--- config.mk ---
export PLATFORM = sky130hd
export DESIGN_NAME = fetch_unit
export DESIGN_NICKNAME = d
export VERILOG_FILES = /design/src/rtl/fetch_unit.sv
export SDC_FILE = /design/constraint.sdc
export NUM_CORES = 1
export LEC_CHECK = 0
export BUFFER_PORTS_ARGS = -buffer_cell sky130_fd_sc_hd__buf_2
export CORE_MARGIN = 2
export CORE_UTILIZATION = 45
export CTS_BUF_LIST = sky130_fd_sc_hd__clkbuf_2 sky130_fd_sc_hd__clkbuf_4 sky130_fd_sc_hd__clkbuf_8
export DETAILED_ROUTE_END_ITERATION = 8
export GPL_TIMING_DRIVEN = 0
export PLACE_DENSITY = 0.65
export SYNTH_ARGS = -nofsm -noshare
export SYNTH_HDL_FRONTEND = slang
export SYNTH_SLANG_ARGS = --single-unit
export TNS_END_PERCENT = 1
--- constraint.sdc ---
create_clock -name clk -period 9.24 [get_ports clk]
set_input_delay 1.386 -clock clk [delete_from_list [all_inputs] [get_ports clk]]
set_output_delay 1.386 -clock clk [all_outputs]
set_load 0.02 [all_outputs]
--- src/rtl/fetch_unit.sv ---
// Instruction fetch front end: issues in-order imem requests, buffers the returned
// opcodes with their PCs and drops stale responses after a redirect.
module fetch_unit #(
  parameter int unsigned      Width   = 32,
  parameter int unsigned      Depth   = 4,
  parameter logic [Width-1:0] ResetPc = '0
) (
  input  logic             clk,
  input  logic             rst,
  input  logic             halt,
  input  logic             redirect_valid,
  input  logic [Width-1:0] redirect_pc,
  output logic             imem_req_valid,
  input  logic             imem_req_ready,
  output logic [Width-1:0] imem_addr,
  input  logic             imem_rsp_valid,
  input  logic [Width-1:0] imem_rsp_data,
  output logic             out_valid,
  input  logic             out_ready,
  output logic [Width-1:0] out_pc,
  output logic [Width-1:0] out_opcode
);

  localparam int unsigned      CntW = $clog2(Depth + 1);
  localparam int unsigned      PtrW = $clog2(Depth);
  localparam logic [Width-1:0] Nop  = Width'(32'h0000_0013);

  typedef enum logic [0:0] {StRun, StFlush} state_e;

  state_e            state_q, state_d;
  logic [Width-1:0]  fetch_pc_q, fetch_pc_d;
  logic [Width-1:0]  rsp_pc_q, rsp_pc_d;
  logic [CntW-1:0]   outstanding_q, outstanding_d;
  logic [CntW-1:0]   drop_cnt_q, drop_cnt_d;
  logic [CntW-1:0]   count_q, count_d;
  logic [PtrW-1:0]   rd_ptr_q, rd_ptr_d;
  logic [PtrW-1:0]   wr_ptr_q, wr_ptr_d;
  logic [Width-1:0]  pc_mem_q [Depth];
  logic [Width-1:0]  op_mem_q [Depth];

  logic [CntW:0]     in_use;
  logic              req_fire;
  logic              push;
  logic              pop;

  // Credit check covers both in-flight and buffered fetches, so the queue never overflows.
  assign in_use         = {1'b0, outstanding_q} + {1'b0, count_q};
  assign imem_req_valid = rst && !halt && !redirect_valid && (in_use < (CntW + 1)'(Depth));
  assign imem_addr      = fetch_pc_q;
  assign req_fire       = imem_req_valid && imem_req_ready;

  assign out_valid  = (count_q != '0) && !redirect_valid;
  assign out_pc     = out_valid ? pc_mem_q[rd_ptr_q] : '0;
  assign out_opcode = out_valid ? op_mem_q[rd_ptr_q] : Nop;

  assign pop  = out_valid && out_ready;
  assign push = imem_rsp_valid && (state_q == StRun) && !redirect_valid;

  always_comb begin
    state_d       = state_q;
    fetch_pc_d    = fetch_pc_q;
    rsp_pc_d      = rsp_pc_q;
    drop_cnt_d    = drop_cnt_q;
    count_d       = count_q;
    rd_ptr_d      = rd_ptr_q;
    wr_ptr_d      = wr_ptr_q;
    outstanding_d = outstanding_q + CntW'(req_fire) - CntW'(imem_rsp_valid);

    if (req_fire) begin
      fetch_pc_d = fetch_pc_q + Width'(4);
    end

    if (redirect_valid) begin
      fetch_pc_d = redirect_pc;
      rsp_pc_d   = redirect_pc;
      count_d    = '0;
      rd_ptr_d   = '0;
      wr_ptr_d   = '0;
      // A response landing in the redirect cycle is already stale.
      drop_cnt_d = outstanding_q - CntW'(imem_rsp_valid);
      state_d    = (drop_cnt_d != '0) ? StFlush : StRun;
    end else begin
      if (push) begin
        wr_ptr_d = wr_ptr_q + PtrW'(1);
        rsp_pc_d = rsp_pc_q + Width'(4);
      end
      if (pop) begin
        rd_ptr_d = rd_ptr_q + PtrW'(1);
      end
      count_d = count_q + CntW'(push) - CntW'(pop);
      if ((state_q == StFlush) && imem_rsp_valid) begin
        drop_cnt_d = drop_cnt_q - CntW'(1);
        if (drop_cnt_q == CntW'(1)) begin
          state_d = StRun;
        end
      end
    end
  end

  always_ff @(posedge clk or negedge rst) begin
    if (!rst) begin
      state_q       <= StRun;
      fetch_pc_q    <= ResetPc;
      rsp_pc_q      <= ResetPc;
      outstanding_q <= '0;
      drop_cnt_q    <= '0;
      count_q       <= '0;
      rd_ptr_q      <= '0;
      wr_ptr_q      <= '0;
    end else begin
      state_q       <= state_d;
      fetch_pc_q    <= fetch_pc_d;
      rsp_pc_q      <= rsp_pc_d;
      outstanding_q <= outstanding_d;
      drop_cnt_q    <= drop_cnt_d;
      count_q       <= count_d;
      rd_ptr_q      <= rd_ptr_d;
      wr_ptr_q      <= wr_ptr_d;
    end
  end

  // Queue storage needs no reset: entries are only visible while count_q covers them.
  always_ff @(posedge clk) begin
    if (push) begin
      pc_mem_q[wr_ptr_q] <= rsp_pc_q;
      op_mem_q[wr_ptr_q] <= imem_rsp_data;
    end
  end

  a_no_overflow: assert property (@(posedge clk) disable iff (!rst)
    !(push && !pop && (count_q == CntW'(Depth))));

  a_no_spurious_rsp: assert property (@(posedge clk) disable iff (!rst)
    !(imem_rsp_valid && (outstanding_q == '0)));

endmodule

# Word-level counts from Yosys, hierarchy flattened
# Memory sizes are Yosys's and may differ from the RTL's.
# Index checks and enable logic that the tools add are counted.
# Widths: inputs -> output; s select.
# op_classes
addsub,11
multipliers,0
n_div,0
order_cmp,1
n_eq_ne,1
shifts,0
n_mux,19
bitwise_logic,1
n_reduce_logical,19
# op_table
op,n
$mux 32,6
$add 32x3->32 const B,2
$reduce_bool 2->1,5
$logic_and 1x1->1,9
$mux 3,3
$sub 3x1->3,3
$mux 2,4
$add 3x1->3,2
$mux 1,6
$reduce_bool 3->1,2
$add 2x1->2 const B,2
$add 3x3->4,1
$lt 4x3->1 const B,1
$eq 3x1->1 const B,1
$sub 3x1->3 const B,1
$logic_not 1->1,2
$reduce_and 2->1,1
$not 1->1,1
# totals
reg_bits,78
latch_bits,0
mem_bits_rw,256
rom_bits,0
memories,2
# mem_list
memory,depth,width,read_ports,rd_clocked_by_memory_dff,write_ports,line,rtl
op_mem_q,4,32,1,0,1,39,logic [Width-1:0] op_mem_q [Depth];
pc_mem_q,4,32,1,0,1,38,logic [Width-1:0] pc_mem_q [Depth];

# Longest topological paths before layout
# logic_depth
ltp_word,7
mapped_depth,13
mapped_depth_nobuf,11

# Worst setup path before layout
# No wires, ideal clock.
# synth_timing
path_kind,input -> register
startpoint,input port redirect_valid
endpoint,"memory op_mem_q[1][0], enable pin"
setup_ps,429
arrival_time_ps,3602
t_required_ps,8811
setup_slack_ps,5208
path_stages,4
n_path_buf,2
cell_sequence,clkbuf_1 > inv_1 > buf_1 > and3_1
# synth_via
elab_chain_len,4
# synth_lines
element,line,rtl
start: declaration,11,"input logic redirect_valid,"
$logic_not 1->1,57,assign push = imem_rsp_valid && (state_q == StRun) && !redirect_valid;
$logic_and 1x1->1,57,
$mux 1,124,if (push) begin
$mux 1 (not written as such),126,op_mem_q[wr_ptr_q] <= imem_rsp_data;
end: declaration,39,
# No other way between the ends.

# Final worst setup path
# layout_timing
startpoint,input port redirect_valid
endpoint,output port out_pc[19]
# layout_via
elab_chain_len,3
# layout_lines
element,line,rtl
$logic_not 1->1,52,assign out_valid = (count_q != '0) && !redirect_valid;
$logic_and 1x1->1,52,
$mux 32,53,assign out_pc = out_valid ? pc_mem_q[rd_ptr_q] : '0;
end: declaration,20,"output logic [Width-1:0] out_pc,"
# No other way between the ends.

==> key figures <==
Yosys
  – Sequential cell area fraction in the yosys report: 0.684
  – Yosys warning count: 0
  – Synthesized flop and latch total: 334
  – Most used DFF post-synth: edfxtp_1
  – Netlist cell types: 50
  – Net Count, Synth: 972
  – Synth async-reset ratio: 0.234
  – Mapped cell area: 0.0141 mm2
  – Mean Syn Cell Area: 16.0 um2
  – Mapped Cells: 883
  – Number of synthesized flops with an enable pin: around 260

Timing
  – Setup ws final: 4.28 ns
  – Max_slew headroom: 0.153
  – Max Transition Viols Final: 0
  – Maximum clock frequency: 202 MHz
  – Hold_ws: ~0.50 ns
  – Fin crit period: 4.96 ns
  – Worst Skew: 0.0275 ns
  – Final setup violation count: 0
  – Setup TNS: 0 ns
  – Unrepaired setup endpoints after global routing: no
  – Crit share post-route: 0.537
  – Worst-Margin Slew: 1.27 ns
  – Fin. Hold Viols: 0

Finish
  – Diode count: 0
  – Non-filler cells in the finished layout: 1547
  – Area grow syn2layout: 18.1%
  – Final nets: 1200
  – Fillcell total: about 2600
  – Share of layout cells above drive strength 1: 0.311

Clock network
  – CTS Buf Count: 53
  – Clk slew on worst S/H paths: roughly 0.06 ns
  – Hold buffers post-CTS: 0
  – Clock latency on the worst-skew pair: 0.59 ns
  – CTS root buf: clkbuf_8
  – Clk buf depth: 3
  – CTS resizes: 0
  – Post-CTS setup buffers: 0
  – CTS tree: yes
  – H-tree depth: 2
  – Clk sinks: between 300 and 400

Power and ir drop
  – Max VDD drop: 0.113 mV
  – Total power: 3.84 mW
  – PwrDens: around 230 mW/mm2
  – Leak pwr: just over 6 nW

Place
  – Port Buffers: between 150 and 200
  – Final HPWL DP: 20900 um
  – Gp weighted congestion: 0.938
  – Place WS: 4.21 ns
  – Post-placement cell count: 1452

Floorplan
  – I/O Pins: 169
  – Die Y: 181 um
  – Starting density of the core: 0.458
  – Row count: 64
  – Die Area: 0.0327 mm2
  – Core Box Area: 0.0307 mm2
  – Die X: 181 um

Route
  – Detailed Routing Iterations Pass 1: 5
  – Final ANT Viol Nets: 0
  – Total Wirelength: 31200 um
  – Vias after detailed routing: between 8000 and 9000
  – Via/cell ratio: 5.47
  – Drt wl/cell: 20.2 um
  – Final routed DRC violation total: 0
  – Iter 0 DRT Violations: 575

Status
  – Outcome: completed

Job
  – Max-cap check violation count: 0

Setup path
  – Worst path slowest cell: nor2_1
  – Critical path cell sequence: buf_2 > clkbuf_1 > nor2_1 > clkbuf_1 > and2_1 > buf_2
  – Worst Path Arrival: about 3.6 ns
  – Critical path's largest stage delay: roughly 1.0 ns
  – Worst endpoint required time: 7.85 ns
  – CP Capture Type: primary output
  – Crit-path max FO: 10
  – Crit path kind: primary input to primary output
  – Crit start category: primary input

Min path
  – Hold Crit Class: flop to flop

Global routing
  – Overflow after GRT: 0
  – Vias in the first global route: 8791
  – Largest net degree at the start of global routing: between 60 and 70
  – Initial antenna violation count: 0
  – First-pass GRT wire length: 49000 um
  – GRT Total Usage: 0.192
## cells in the final DEF (no fill, tap or decap), types with 3 or more instances in the layout
cell type / netlist / routed
nor4_1: 3 / 3
nor2_1: 27 / 27
or3_1: 5 / 5
mux2_2: 4 / 4
and3_4: 0 / 4
a21oi_1: 9 / 9
dfrtp_1: 78 / 78
mux4_2: 64 / 64
clkinv_1: 0 / 8
xor2_1: 27 / 27
o311ai_0: 5 / 5
buf_1: 3 / 3
o21ai_0: 45 / 45
and3_1: 16 / 12
a31oi_1: 9 / 9
clkbuf_4: 0 / 23
clkbuf_8: 0 / 60
clkbuf_1: 25 / 25
buf_12: 0 / 3
inv_1: 20 / 20
edfxtp_1: 256 / 256
a21boi_0: 5 / 5
o211ai_1: 16 / 16
nand4_1: 16 / 16
xnor2_1: 13 / 13
buf_2: 11 / 178
nand3b_1: 3 / 3
and2_1: 68 / 68
ha_1: 16 / 16
or4_1: 6 / 6
nand2_1: 54 / 54
and4_1: 5 / 5
nand3_1: 39 / 39
nand3_2: 3 / 3
## registers in the layout (all words and copies together), names as in the netlist
| signal | flops |
|---|---|
| op_mem_q | 128 |
| pc_mem_q | 128 |
| imem_addr | 32 |
| rsp_pc_q | 32 |
| count_q | 3 |
| drop_cnt_q | 3 |
| outstanding_q | 3 |
| rd_ptr_q | 2 |
| wr_ptr_q | 2 |
| state_q | 1 |
## power breakdown
group / switching, mW / internal (mW) / total (mW)
combinational: 0.464 / 0.344 / 0.808
sequential: 0.0831 / 1.71 / 1.79
clock: 0.558 / 0.686 / 1.24
total: 1.11 / 2.74 / 3.84
## cell usage after synthesis, drive strengths merged, types with 2 or more instances
cell	count	area share
nand3b	3	0.0016
clkbuf	25	0.0067
nand2b	2	0.00089
nor3	4	0.0030
nor2	27	0.0072
edfxtp	256	0.55
xnor2	13	0.0081
o211ai	16	0.0085
a21boi	5	0.0027
o21ai	45	0.016
a41oi	2	0.0012
and2	68	0.030
nand4b	2	0.0012
fa	2	0.0028
inv	21	0.0056
mux2i	2	0.0014
o31a	2	0.0012
mux4	64	0.10
nor2b	2	0.00089
dfrtp	78	0.14
or3	5	0.0022
xor2	27	0.017
or4	6	0.0032
nand4	17	0.0080
nand3	43	0.017
a21oi	9	0.0032
nor4	5	0.0037
or3b	2	0.0012
ha	16	0.014
a31oi	9	0.0040
buf	17	0.0068
o311ai	5	0.0031
mux2	4	0.0032
and3	16	0.0071
and4	5	0.0031
nand2	54	0.014
## cell families (layout without fill, tap and decap cells)
| logic type | Yosys count | count (layout) | synth area share |
|---|---|---|---|
| flops | 334 | 334 | 0.684 |
| simple gates | 262 | 262 | 0.106 |
| compound gates | 96 | 96 | 0.0417 |
| mux | 70 | 70 | 0.107 |
| buf+inv | 63 | 331 | 0.0191 |
| xor+xnor | 40 | 40 | 0.0249 |
| fa+ha+maj | 18 | 18 | 0.0170 |
## worst paths after layout
kind / from / end / slack [ns] / depth (start not counted)
max: redirect_valid / out_pc[19] / 4.28 / 6
min in group asynchronous: rst / imem_addr[7]$_DFFE_PN0P_ / 0.71 / 1
max reg2reg: count_q[1]$_DFF_PN0_ / count_q[2]$_DFF_PN0_ / 5.88 / 11
min reg2reg: rsp_pc_q[1]$_DFFE_PN0P_ / pc_mem_q[1][1]$_DFFE_PP_ / 0.50 / 0
min: rsp_pc_q[1]$_DFFE_PN0P_ / pc_mem_q[1][1]$_DFFE_PP_ / 0.50 / 0
max in group asynchronous: rst / rsp_pc_q[23]$_DFFE_PN0N_ / 7.92 / 2
## critical path, delay by kind of cell
family,cells,cell delay (ns)
AND/OR/NAND/NOR,2,1.23
buffers and inverters,4,0.96
## metrics by stage
| step | instance area, um2 | util |
|---|---|---|
| finish | 16600 | 0.541 |
| CTS | 16600 | 0.541 |
| global route | 16600 | 0.541 |
| floorplan | 14100 | - |
| global placement | 15400 | 0.502 |
| detailed placement | 15600 | 0.506 |
## cell type report
type	count	area, um2	area share
inverter	21	78.8	0.00474
timing repair buffer	173	958	0.0576
sequential	334	9640	0.579
clock inverter	12	75.1	0.00451
multi-input combinational	486	4200	0.253
buffer	42	190	0.0114
tap	396	495	0.0298
clock buffer	83	998	0.0600
## routing by layer
layer  routed length [um]  vias to the layer above  global-route usage  part of all wire
met5                    0                        -                   0                 0
met4                  600                        0              0.0491             0.019
met3                 2490                       57              0.0413             0.080
met2                14300                      344               0.306              0.46
met1                13800                     4198               0.272              0.44
li1                     -                     3868                   -                 -
Power figures use the tool's default switching activity.
